`config.mk`:
```
export PLATFORM = sky130hd
export DESIGN_NAME = wb_periph_fabric
export DESIGN_NICKNAME = d
export VERILOG_FILES = /design/src/rtl/wb_periph_fabric.sv
export SDC_FILE = /design/constraint.sdc
export NUM_CORES = 1
export LEC_CHECK = 0
export ABC_AREA = 1
export CAP_MARGIN = 20
export CORE_ASPECT_RATIO = 1.2
export CORE_MARGIN = 2
export CORE_UTILIZATION = 28
export DETAILED_ROUTE_END_ITERATION = 12
export GPL_ROUTABILITY_DRIVEN = 0
export GPL_TIMING_DRIVEN = 1
export PLACE_DENSITY = 0.66
export SYNTH_ARGS = -nofsm -noshare
export SYNTH_HDL_FRONTEND = slang
export SYNTH_SLANG_ARGS = --single-unit
export TNS_END_PERCENT = 30
```
`constraint.sdc`:
```
create_clock -name clk -period 1.5 [get_ports clk]
set_input_delay 0.3 -clock clk [delete_from_list [all_inputs] [get_ports clk]]
set_output_delay 0.3 -clock clk [all_outputs]
set_load 0.1 [all_outputs]
```
`src/rtl/wb_periph_fabric.sv`:
```
// Wishbone peripheral fabric: split read/write masters to NUM_SLAVES slots.
// One transaction in flight, round-robin on collisions, ack timeout, sticky error log.
module wb_periph_fabric #(
    parameter int NUM_SLAVES = 4,
    parameter int ADDR_BITS  = 8,
    parameter int DATA_W     = 32,
    parameter int SLOT_BITS  = 2,
    parameter int TIMEOUT    = 16
) (
    input  logic                           clk,
    input  logic                           reset_n,
    input  logic                           rd_stb_i,
    input  logic [ADDR_BITS-1:0]           rd_adr_i,
    output logic [DATA_W-1:0]              rd_dat_o,
    output logic                           rd_ack_o,
    input  logic                           wr_stb_i,
    input  logic [DATA_W/8-1:0]            wr_sel_i,
    input  logic [ADDR_BITS-1:0]           wr_adr_i,
    input  logic [DATA_W-1:0]              wr_dat_i,
    output logic                           wr_ack_o,
    output logic [NUM_SLAVES-1:0]          s_stb_o,
    output logic                           s_we_o,
    output logic [DATA_W/8-1:0]            s_sel_o,
    output logic [ADDR_BITS-SLOT_BITS-1:0] s_adr_o,
    output logic [DATA_W-1:0]              s_dat_o,
    input  logic [NUM_SLAVES*DATA_W-1:0]   s_dat_i,
    input  logic [NUM_SLAVES-1:0]          s_ack_i,
    output logic                           err_o,
    output logic [SLOT_BITS-1:0]           err_slot_o,
    output logic                           err_we_o,
    input  logic                           err_clr_i
);

    localparam int OFF_W = ADDR_BITS - SLOT_BITS;
    localparam int SEL_W = DATA_W / 8;
    localparam int CNT_W = $clog2(TIMEOUT);

    localparam logic [1:0] ST_IDLE = 2'd0;
    localparam logic [1:0] ST_BUSY = 2'd1;
    localparam logic [1:0] ST_RESP = 2'd2;

    logic [1:0]            state_q, state_d;
    logic [CNT_W-1:0]      cnt_q, cnt_d;
    logic                  rr_q, rr_d;
    logic [SLOT_BITS-1:0]  slot_q, slot_d;
    logic [NUM_SLAVES-1:0] stb_q, stb_d;
    logic                  we_q, we_d;
    logic [SEL_W-1:0]      sel_q, sel_d;
    logic [OFF_W-1:0]      adr_q, adr_d;
    logic [DATA_W-1:0]     dat_q, dat_d;
    logic                  rd_ack_q, rd_ack_d;
    logic                  wr_ack_q, wr_ack_d;
    logic [DATA_W-1:0]     rd_dat_q, rd_dat_d;
    logic                  err_q, err_d;
    logic [SLOT_BITS-1:0]  err_slot_q, err_slot_d;
    logic                  err_we_q, err_we_d;

    logic                  grant_wr;
    logic [ADDR_BITS-1:0]  req_adr;
    logic [SLOT_BITS-1:0]  req_slot;
    logic                  ack_hit;
    logic [DATA_W-1:0]     slv_dat;
    logic                  done;
    logic                  fail;

    always_comb begin
        state_d    = state_q;
        cnt_d      = cnt_q;
        rr_d       = rr_q;
        slot_d     = slot_q;
        stb_d      = stb_q;
        we_d       = we_q;
        sel_d      = sel_q;
        adr_d      = adr_q;
        dat_d      = dat_q;
        rd_ack_d   = 1'b0;
        wr_ack_d   = 1'b0;
        rd_dat_d   = rd_dat_q;
        err_slot_d = err_slot_q;
        err_we_d   = err_we_q;
        grant_wr   = 1'b0;
        req_adr    = rd_adr_i;
        req_slot   = req_adr[ADDR_BITS-1 -: SLOT_BITS];
        done       = 1'b0;
        fail       = 1'b0;

        // Only the latched slot's ack and data are visible
        ack_hit = 1'b0;
        slv_dat = '0;
        for (int k = 0; k < NUM_SLAVES; k++) begin
            if (slot_q == SLOT_BITS'(k)) begin
                ack_hit = s_ack_i[k];
                slv_dat = s_dat_i[k*DATA_W +: DATA_W];
            end
        end

        unique case (state_q)
            ST_IDLE: begin
                if (rd_stb_i || wr_stb_i) begin
                    // rr_q == 0 means the write side wins a collision
                    grant_wr = wr_stb_i && (!rd_stb_i || !rr_q);
                    if (rd_stb_i && wr_stb_i) begin
                        rr_d = ~rr_q;
                    end
                    req_adr  = grant_wr ? wr_adr_i : rd_adr_i;
                    req_slot = req_adr[ADDR_BITS-1 -: SLOT_BITS];
                    slot_d   = req_slot;
                    adr_d    = req_adr[OFF_W-1:0];
                    we_d     = grant_wr;
                    sel_d    = grant_wr ? wr_sel_i : '0;
                    dat_d    = grant_wr ? wr_dat_i : '0;
                    cnt_d    = '0;
                    if ({1'b0, req_slot} >= (SLOT_BITS+1)'(NUM_SLAVES)) begin
                        fail = 1'b1;
                    end else begin
                        for (int k = 0; k < NUM_SLAVES; k++) begin
                            stb_d[k] = (req_slot == SLOT_BITS'(k));
                        end
                        state_d = ST_BUSY;
                    end
                end
            end
            ST_BUSY: begin
                if (ack_hit) begin
                    done = 1'b1;
                end else if (cnt_q == CNT_W'(TIMEOUT - 1)) begin
                    fail = 1'b1;
                end else begin
                    cnt_d = cnt_q + 1'b1;
                end
            end
            ST_RESP: begin
                state_d = ST_IDLE;
            end
            default: begin
                state_d = ST_IDLE;
            end
        endcase

        if (done || fail) begin
            state_d  = ST_RESP;
            stb_d    = '0;
            wr_ack_d = we_d;
            rd_ack_d = !we_d;
            if (!we_d) begin
                rd_dat_d = fail ? '0 : slv_dat;
            end
        end

        // A new error in the clear cycle takes precedence
        err_d = err_q & ~err_clr_i;
        if (fail) begin
            err_d      = 1'b1;
            err_slot_d = slot_d;
            err_we_d   = we_d;
        end
    end

    always_ff @(posedge clk) begin
        if (!reset_n) begin
            state_q    <= ST_IDLE;
            cnt_q      <= '0;
            rr_q       <= 1'b0;
            slot_q     <= '0;
            stb_q      <= '0;
            we_q       <= 1'b0;
            sel_q      <= '0;
            adr_q      <= '0;
            dat_q      <= '0;
            rd_ack_q   <= 1'b0;
            wr_ack_q   <= 1'b0;
            rd_dat_q   <= '0;
            err_q      <= 1'b0;
            err_slot_q <= '0;
            err_we_q   <= 1'b0;
        end else begin
            state_q    <= state_d;
            cnt_q      <= cnt_d;
            rr_q       <= rr_d;
            slot_q     <= slot_d;
            stb_q      <= stb_d;
            we_q       <= we_d;
            sel_q      <= sel_d;
            adr_q      <= adr_d;
            dat_q      <= dat_d;
            rd_ack_q   <= rd_ack_d;
            wr_ack_q   <= wr_ack_d;
            rd_dat_q   <= rd_dat_d;
            err_q      <= err_d;
            err_slot_q <= err_slot_d;
            err_we_q   <= err_we_d;
        end
    end

    assign rd_dat_o   = rd_dat_q;
    assign rd_ack_o   = rd_ack_q;
    assign wr_ack_o   = wr_ack_q;
    assign s_stb_o    = stb_q;
    assign s_we_o     = we_q;
    assign s_sel_o    = sel_q;
    assign s_adr_o    = adr_q;
    assign s_dat_o    = dat_q;
    assign err_o      = err_q;
    assign err_slot_o = err_slot_q;
    assign err_we_o   = err_we_q;

endmodule
```
; ---- After elaboration in Yosys (flattened, before gate mapping)
; Index checks and enable logic that the tools add are counted.
[totals]
ff_bits = 94
[op_classes]
addsub = 1
n_eq_ne = 13
muxes = 29
n_bitwise = 6
n_reduce_logical = 20
[op_table]
columns = operator, n
row1 = 32-bit two-way mux, 6
row2 = 4-bit two-way mux, 4
row3 = 1-bit two-way mux, 12
row4 = 2-bit AND reduction, 5
row5 = 2-bit equality test (second input constant), 4
row6 = 2-bit two-way mux, 4
row7 = 8-bit two-way mux, 1
row8 = 2-bit != test (second input constant), 4
row9 = 4-bit one-hot mux with 2 select lines, 1
row10 = 2-bit by 1-bit equality test with 1-bit output (second input constant), 3
row11 = 2-bit logical NOT, 3
row12 = 1-bit inverter, 5
row13 = 4-bit by 1-bit adder with 4-bit output (second input constant), 1
row14 = 4-bit equality test (second input constant), 1
row15 = 2-bit one-hot mux with 2 select lines, 1
row16 = 4-bit AND reduction, 1
row17 = 1-bit logical NOT, 3
row18 = 1-bit logical OR, 3
row19 = 3-bit != test (second input constant), 1
row20 = 3-bit AND reduction, 1
row21 = 1-bit logical AND, 2
row22 = 2-bit nonzero test, 1
row23 = 2-bit OR reduction, 1
row24 = 1-bit AND, 1

; ---- Logic depth before layout (Yosys ltp)
; Gate-level depths: netlist of run 1.
[depth]
word_depth = 10
ltp_mapped = 10
depth_no_buf = 10

; ---- Worst setup path before layout of run 1
; OpenSTA, ideal clock, no wires.
[synth_path]
kind = reg2reg
from = reg we_q (netlist: s_we_o)
to = reg rd_dat_q[22] (netlist: rd_dat_o[22])
setup_ps = 62
arrival_time_ps = 1851
required_ps = 1438
path_slack_ps = -413
stages_incl_launch_ff = 9
path_buffers = 2
cell_sequence = dfxtp_1 inv_1 o21ai_1 inv_1 nand2_2 buf_6 buf_4 nand3_1 nand2_1
[synth_between]
elab_chain_len = 4
[synth_lines]
columns = element, line_no
row1 = start: declaration, 47  ; logic we_q, we_d;
row2 = start signal: assignment, 182  ; we_q <= we_d;
row3 = 1-bit two-way mux, 99  ; if (rd_stb_i || wr_stb_i) begin
row4 = 1-bit two-way mux *, 97  ; unique case (state_q)
row5 = 1-bit inverter (no line) *, --
row6 = 2-bit AND reduction (no line) *, --
row7 = end signal: assignment, 188  ; rd_dat_q <= rd_dat_d;
row8 = end: declaration, 53  ; logic [DATA_W-1:0] rd_dat_q, rd_dat_d;
; Every way passes the cells marked *; elsewhere a longest branch is shown, timed or not.
; A chain may end at the register's enable or synchronous reset.

; ---- Worst setup path in the final report of run 1
[layout_path]
from = reg slot_q[1]
to = reg rd_dat_q[27] (netlist: rd_dat_o[27])
[layout_between]
elab_chain_len = 9
elab_cells_between_ends = 19
[layout_lines]
columns = element, line_no
row1 = start: declaration, 45  ; logic [SLOT_BITS-1:0] slot_q, slot_d;
row2 = start signal: assignment, 180  ; slot_q <= slot_d;
row3 = 2-bit logical NOT, 91  ; if (slot_q == SLOT_BITS'(k)) begin
row4 = 1-bit two-way mux (4 in series), 91
row5 = 1-bit two-way mux, 124  ; if (ack_hit) begin
row6 = 1-bit two-way mux, 97
row7 = 1-bit logical OR, 140  ; if (done || fail) begin
row8 = 2-bit AND reduction (no line), --
; Parallel ways exist; a longest one is shown, timed or not.

==> flow_summary_export.csv, run 1 <==
group,metric,value,unit
status,status,"finished with violations",
status,failed_checks,"negative setup slack",
detailed_routing,via_per_inst,4.471,
die,rows,51,
synthesis,synth.most_common_cell,"nand2_1",
clocking,clock_latency,0.35,ns
synthesis,yosysWarningCount,0,
worst_hold_path,hold_class,"in -> reg",
layout,multi_input_area,0.002434,sq mm
synthesis,syn_area,0.004543,sq mm
clocking,cts_tree,"built",
timing,slew_headroom,0.7879,
pwr,leakagePower,0.004186,uW
critical_path,path_buf_inv,2,
synthesis,yosysTopAreaCellShare,0.4142,
die,dieArea,0.01726,sq mm
timing,fin_crit_sh,1.087,
clocking,cts.sinks,94,
timing,hold_viol,0,
global_route,grt-ovfl-total,0,
placed_design,dpl_cell_area,0.008670,sq mm
clocking,h-tree-depth,3,
timing,fmax,0.6135,GHz
timing,setup_violations,37,
placed_design,dpl.hpwl,13.20,mm
clocking,cts_buffers,9,
detailed_routing,routedWlPerCell,14.59,microns
synthesis,synth_cell_type_count,35,
layout,seqCellArea,0.001896,sq mm
placed_design,io_buffers,273,
layout,fin_util,0.5919,
synthesis,synth_flop_cell,"dfxtp_1",
global_route,grt.total_usage,0.1981,
pwr,power_density,1016,mW/mm^2
clocking,cts.reportedPaths.clkPinSlew,0.07,ns
detailed_routing,postRouteAntennaNets,0,
synthesis,yosys.area.top_type,"dfxtp_1",
global_route,grt_max_degree,44,
critical_path,worst_setup_path_end_kind,"register",
die,die_w,120.3,microns
synthesis,synth_common_cells,"nand2_1, dfxtp_1, o21ai_0, inv_1, nor2_1",
synthesis,synth_enable_flop_cells,0,
global_route,grt_pass1_vias,5262,
critical_path,start_kind,"register",
clocking,clockBufferDepth,2,
synthesis,yosysSeqAreaShare,0.4142,
synthesis,syn-num-nets,882,
synthesis,syn_inst,692,
layout,fillerInstances,1454,
die,ios,274,
critical_path,cp.required,1.74,ns
global_route,antenna_found_initial,1,
critical_path,cpPeakStageDelay,0.43,ns
synthesis,ys_ff_latch,94,
timing,rsz0062_at_grt,"true",
detailed_routing,drc,0,
timing,worst_slew_pin_slew,0.3161,ns
die,core_area,0.01608,sq mm
synthesis,ys_async_sr_fraction,0,
timing,fin_skew,0.01179,ns
detailed_routing,routed_wl,17.97,mm
flow_run,cap_violations,0,
die,die_h,143.5,microns
pwr,p_total,9669,uW
global_route,grt_pass1_wl,26.79,mm
timing,setup_ws,-0.1300,ns
critical_path,cp_cell_sequence,"nand2_4 -> or2_4 -> buf_4 -> nand3_4 -> nand2_4 -> nand2_8 -> nor2_4 -> clkbuf_16 -> nand2_1 -> nand2_1",
critical_path,crit_family,"simple AND/OR/NAND/NOR gates",
detailed_routing,vias,5504,
critical_path,critPathKind,"reg -> reg",
critical_path,critPathMaxFanout,7,
layout,insertedDiodeCount,0,
layout,areaGrowthSynthToFinish,109.5,%
synthesis,avgSynthCellArea,6.565,sq um
detailed_routing,drtIter0Drc,210,
layout,drive_above_1_share,0.2306,
timing,period_needed,1.630,ns
clocking,cts_root_buf,"clkbuf_16",
detailed_routing,drt-pass1-iter-count,5,
die,start_util,0.2825,
critical_path,slowest_stage,"dfxtp_4",
synthesis,yosys-top-cells-area,"dfxtp_1, nand2_1, o21ai_0",
layout,nNetsFinal,1204,
timing,drv_slew,0,
layout,fin_area,0.009518,sq mm
pwr,ir_drop,0.7595,mV
critical_path,worstPathArrival,1.87,ns
-- metrics by stage --
step	hold WS, ns	std cells	worst slack, ns	setup TNS [ns]
after floorplan	0.4367	692	0.0004639	0
after global placement	0.4562	1192	-0.4875	-29.98
after detailed placement	0.4679	1192	-0.5345	-32.88
after CTS	0.4330	1227	-0.1027	-2.600
after global routing	0.3755	1231	-0.1872	-5.511
final	0.3526	1231	-0.1300	-2.834
-- layout by cell type, fill, tap and decap left out, types with 6 or more instances in the layout --
| cell | Yosys | layout |
|---|---|---|
| buf_6 | 3 | 17 |
| clkbuf_16 | 0 | 13 |
| nor2_1 | 67 | 55 |
| inv_1 | 68 | 62 |
| a21oi_1 | 10 | 8 |
| clkdlybuf4s50_1 | 0 | 185 |
| nand2_2 | 2 | 12 |
| buf_12 | 0 | 90 |
| o21ai_0 | 93 | 84 |
| nor2_4 | 2 | 8 |
| dfxtp_1 | 94 | 89 |
| o21ai_1 | 4 | 10 |
| nor2_2 | 1 | 8 |
| nand2_1 | 227 | 212 |
| buf_4 | 1 | 42 |
| inv_2 | 2 | 6 |
| nand3_1 | 47 | 47 |
-- where the power goes --
part / total [uW] / leakage (uW) / switching [uW] / internal (uW)
clock network: 2380 / 0.000147 / 1020 / 1350
logic: 4320 / 0.00327 / 2510 / 1810
registers: 2970 / 0.000770 / 243 / 2720
total: 9670 / 0.00419 / 3780 / 5890
-- cell type report --
class,count,share of cell area
Sequential cell,94,0.1992
Multi-Input combinational cell,492,0.2557
Clock inverter,5,0.006704
Tap cell,212,0.02787
Inverter,72,0.02905
Clock buffer,11,0.02550
Timing Repair Buffer,344,0.4555
Timing Repair inverter,1,0.0005258
-- state kept, by name, indices dropped and copies added, names as in the netlist, 2 cells and up --
| register | flops |
|---|---|
| err_slot_o | 2 |
| s_dat_o | 32 |
| state_q | 2 |
| s_sel_o | 4 |
| rd_dat_o | 32 |
| cnt_q | 4 |
| s_stb_o | 4 |
| slot_q | 2 |
| s_adr_o | 6 |
-- what timing repair did --
action | CTS | global route
buffers inserted | 15 | 3
resized for setup | 40 | 62
pin swaps | 14 | 27
hold buffers | 0 | 0
endpoints found under the setup margin | 42 | 92
cloned | 4 | 5
-- worst paths after layout --
check	start	to	slack, ns	cells past startpoint
max	slot_q[1]$_SDFF_PN0_	rd_dat_o[27]$_SDFFE_PN0P_	-0.13	10
min	rd_stb_i	rr_q$_SDFFE_PN0P_	0.35	3
max reg2reg	slot_q[1]$_SDFF_PN0_	rd_dat_o[27]$_SDFFE_PN0P_	-0.13	10
min reg2reg	rr_q$_SDFFE_PN0P_	rr_q$_SDFFE_PN0P_	0.50	2
-- cell families (layout without fill, tap and decap cells) --
group                    after synthesis  count (layout)  share of synthesized area
AND/OR/NAND/NOR                      360             361                     0.3258
adder cells (fa/ha/maj)                1               1                   0.002754
flip-flops                            94              94                     0.4142
multiplexers                           5               5                    0.01102
buffers and inverters                107             433                    0.09639
AO/OA/AOI/OAI                        124             124                     0.1479
XOR/XNOR                               1               1                   0.001928
-- routing by layer --
layer  vias up  GRT usage  wire [microns]
met1      2433     0.2167            7048
met2       224     0.3472            8697
met4         2    0.04345             140
li1       2832          -               -
met3        13    0.09643            2068
met5         -          0              11
-- worst register-to-register path, stage by stage, from the launching register on --
cell	delay [ns]
dfxtp_4	0.43
nand2_4	0.07
or2_4	0.25
buf_4	0.14
nand3_4	0.09
nand2_4	0.08
nand2_8	0.12
nor2_4	0.07
clkbuf_16	0.17
nand2_1	0.07
nand2_1	0.04
(Power assumes the default switching activity.)
==> run 2: changes to the inputs <==
--- a/config.mk
+++ b/config.mk
@@ -9,11 +9,11 @@
 export CAP_MARGIN = 20
 export CORE_ASPECT_RATIO = 1.2
 export CORE_MARGIN = 2
-export CORE_UTILIZATION = 28
+export CORE_UTILIZATION = 30
 export DETAILED_ROUTE_END_ITERATION = 12
 export GPL_ROUTABILITY_DRIVEN = 0
 export GPL_TIMING_DRIVEN = 1
-export PLACE_DENSITY = 0.66
+export PLACE_DENSITY = 0.69
 export SYNTH_ARGS = -nofsm -noshare
 export SYNTH_HDL_FRONTEND = slang
 export SYNTH_SLANG_ARGS = --single-unit
==> flow_summary_export.csv, run 2 (synthesis results as in run 1) <==
group,metric,value,unit
clocking,h-tree-depth,3,
die,core_area,0.01490,sq mm
worst_hold_path,hold_class,"in -> reg",
detailed_routing,vias,5469,
timing,period_needed,1.587,ns
critical_path,ff2ff_path_depth,11,
detailed_routing,postRouteAntennaNets,0,
timing,fin_crit_sh,1.058,
pwr,switching_power,3737,uW
timing,fmax,0.6303,GHz
global_route,grt_max_degree,43,
clocking,cts_buffers,9,
status,status,"finished with violations",
timing,holdWs,0.4493,ns
layout,areaGrowthSynthToFinish,106.3,%
critical_path,start_kind,"register",
worst_hold_path,min_path_cells,4,
die,dieArea,0.01615,sq mm
pwr,seqPwrFrac,0.309,
detailed_routing,drtIter0Drc,177,
clocking,cts_root_buf,"clkbuf_16",
worst_hold_path,hp-start,"reset_n",
pwr,clock_power_share,0.251,
detailed_routing,routedWlPerCell,14.61,microns
critical_path,worst_setup_path_end_kind,"register",
die,die_w,116.3,microns
pwr,ir_drop,0.5753,mV
layout,nNetsFinal,1194,
global_route,grt-ovfl-total,0,
critical_path,cp.required,1.74,ns
clocking,cts_tree,"built",
layout,drive_above_1_share,0.2161,
critical_path,critPathKind,"reg -> reg",
critical_path,rr_endpoint,"rd_dat_o[2]$_SDFFE_PN0P_",
worst_hold_path,whs_endpoint,"cnt_q[1]$_SDFFE_PN0P_",
global_route,antenna_found_initial,1,
critical_path,slowest_stage,"dfxtp_2",
timing,worst_slew_pin_slew,0.3356,ns
die,start_util,0.3049,
die,ios,274,
global_route,grt.total_usage,0.2123,
clocking,clockBufferDepth,2,
clocking,clock_latency,0.34,ns
detailed_routing,drc,0,
pwr,leakagePower,0.004141,uW
pwr,power.internal,5870,uW
status,failed_checks,"negative setup slack",
placed_design,io_buffers,273,
placed_design,dpl.hpwl,13.46,mm
placed_design,dpl_cell_area,0.008645,sq mm
critical_path,cpMostUsedCell,"nor2_1",
timing,hold_viol,0,
critical_path,critPathMaxFanout,6,
timing,slew_headroom,0.7739,
layout,final_common_cell,"nand2_1",
layout,fin_util,0.6291,
pwr,power_density,1025,mW/mm^2
flow_run,cap_violations,0,
timing,rsz0062_at_grt,"true",
pwr,p_total,9607,uW
layout,fin_area,0.009373,sq mm
timing,setup_ws,-0.08660,ns
placed_design,dp_slack,-0.5046,ns
global_route,grt_pass1_vias,5398,
critical_path,cp_cell_sequence,"ha_4 -> nand2_4 -> nor2_4 -> nand2_2 -> buf_6 -> a21oi_4 -> buf_12 -> buf_12 -> nor2_1 -> nor2_1 -> nor2_1",
critical_path,cpPeakStageDelay,0.35,ns
die,rows,49,
clocking,cts.reportedPaths.clkPinSlew,0.07,ns
detailed_routing,drt-pass1-iter-count,5,
pwr,swShare,0.3890,
clocking,cts.sinks,94,
timing,fin_skew,0.01011,ns
critical_path,rr_startpoint,"cnt_q[0]$_SDFFE_PN0P_",
timing,drv_slew,0,
critical_path,reg2reg_slack,-0.09,ns
timing,setup_violations,36,
pwr,comb_power_share,0.440,
detailed_routing,routed_wl,17.74,mm
detailed_routing,via_per_inst,4.505,
critical_path,worstPathArrival,1.83,ns
layout,layout_common_cells,"nand2_1, clkdlybuf4s50_1, buf_12",
layout,fillerInstances,1329,
die,die_h,138.8,microns
global_route,grt_pass1_wl,26.84,mm
[run 2: stage by stage]
stage / instances / TNS (ns)
3_5_place_dp: 1182 / -36.81
2_1_floorplan: 692 / 0
3_3_place_gp: 1182 / -32.34
6_report: 1214 / -1.409
4_1_cts: 1214 / -2.373
5_1_grt: 1213 / -5.637
[run 2: how the worst max path moves through the flow]
stage,from,end,slack [ns],cells after the start
after global routing,cnt_q[0]$_SDFFE_PN0P_,rd_dat_o[3]$_SDFFE_PN0P_,-0.18,11
after detailed placement,wr_stb_i,rd_dat_o[9]$_SDFFE_PN0P_,-0.50,9
after global placement,wr_stb_i,slot_q[1]$_SDFF_PN0_,-0.48,6
after floorplan,slot_q[0]$_SDFF_PN0_,rd_dat_o[0]$_SDFFE_PN0P_,0.0005,10
after CTS,cnt_q[1]$_SDFFE_PN0P_,rd_dat_o[12]$_SDFFE_PN0P_,-0.11,12
final,cnt_q[0]$_SDFFE_PN0P_,rd_dat_o[2]$_SDFFE_PN0P_,-0.09,11
[run 2: power by group through the flow]
stage               clock, uW  combinational (uW)  sequential [uW]
floorplan                   0                 936             4280
finish                   2410                4230             2970
global route             2580                4490             2990
CTS                      2490                4140             2970
global placement            0                4050             3010
detailed placement          0                4080             3010
[run 2: what timing repair did]
action | CTS | global route
setup endpoints to repair | 87 | 73
resized for setup | 28 | 61
endpoints found under the hold margin | 0 | 0
buffers inserted | 12 | 1
gates cloned | 4 | 2
pin swaps | 26 | 28
hold buffers | 0 | 0
[run 2: metal layers]
metal	part of all wire	GRT usage	wire, microns	vias up
li1	-	-	-	2813
met1	0.38	0.2200	6697	2433
met2	0.51	0.3935	8990	208
met3	0.11	0.08523	1863	15
met4	0.011	0.04762	187	0
met5	0	0	0	-
[run 2: critical path: cells and delay by family, from the launching register on]
family / cells / cell delay (ns)
AND/OR/NAND/NOR: 6 / 0.41
buffers and inverters: 3 / 0.39
flip-flops: 1 / 0.35
AO/OA/AOI/OAI: 1 / 0.18
adder cells (fa/ha/maj): 1 / 0.15
[run 2: layout make-up]
class	instances	area [sq um]	share of cell area
diodes	1	2.502	0.0002670
clock buffers	11	252.7	0.02697
clock inverters	5	63.81	0.006808
inverters	72	272.8	0.02910
multi-input cells	492	2402	0.2563
flip-flops and latches	94	1896	0.2022
well taps	204	255.2	0.02723
repair buffers	335	4228	0.4511
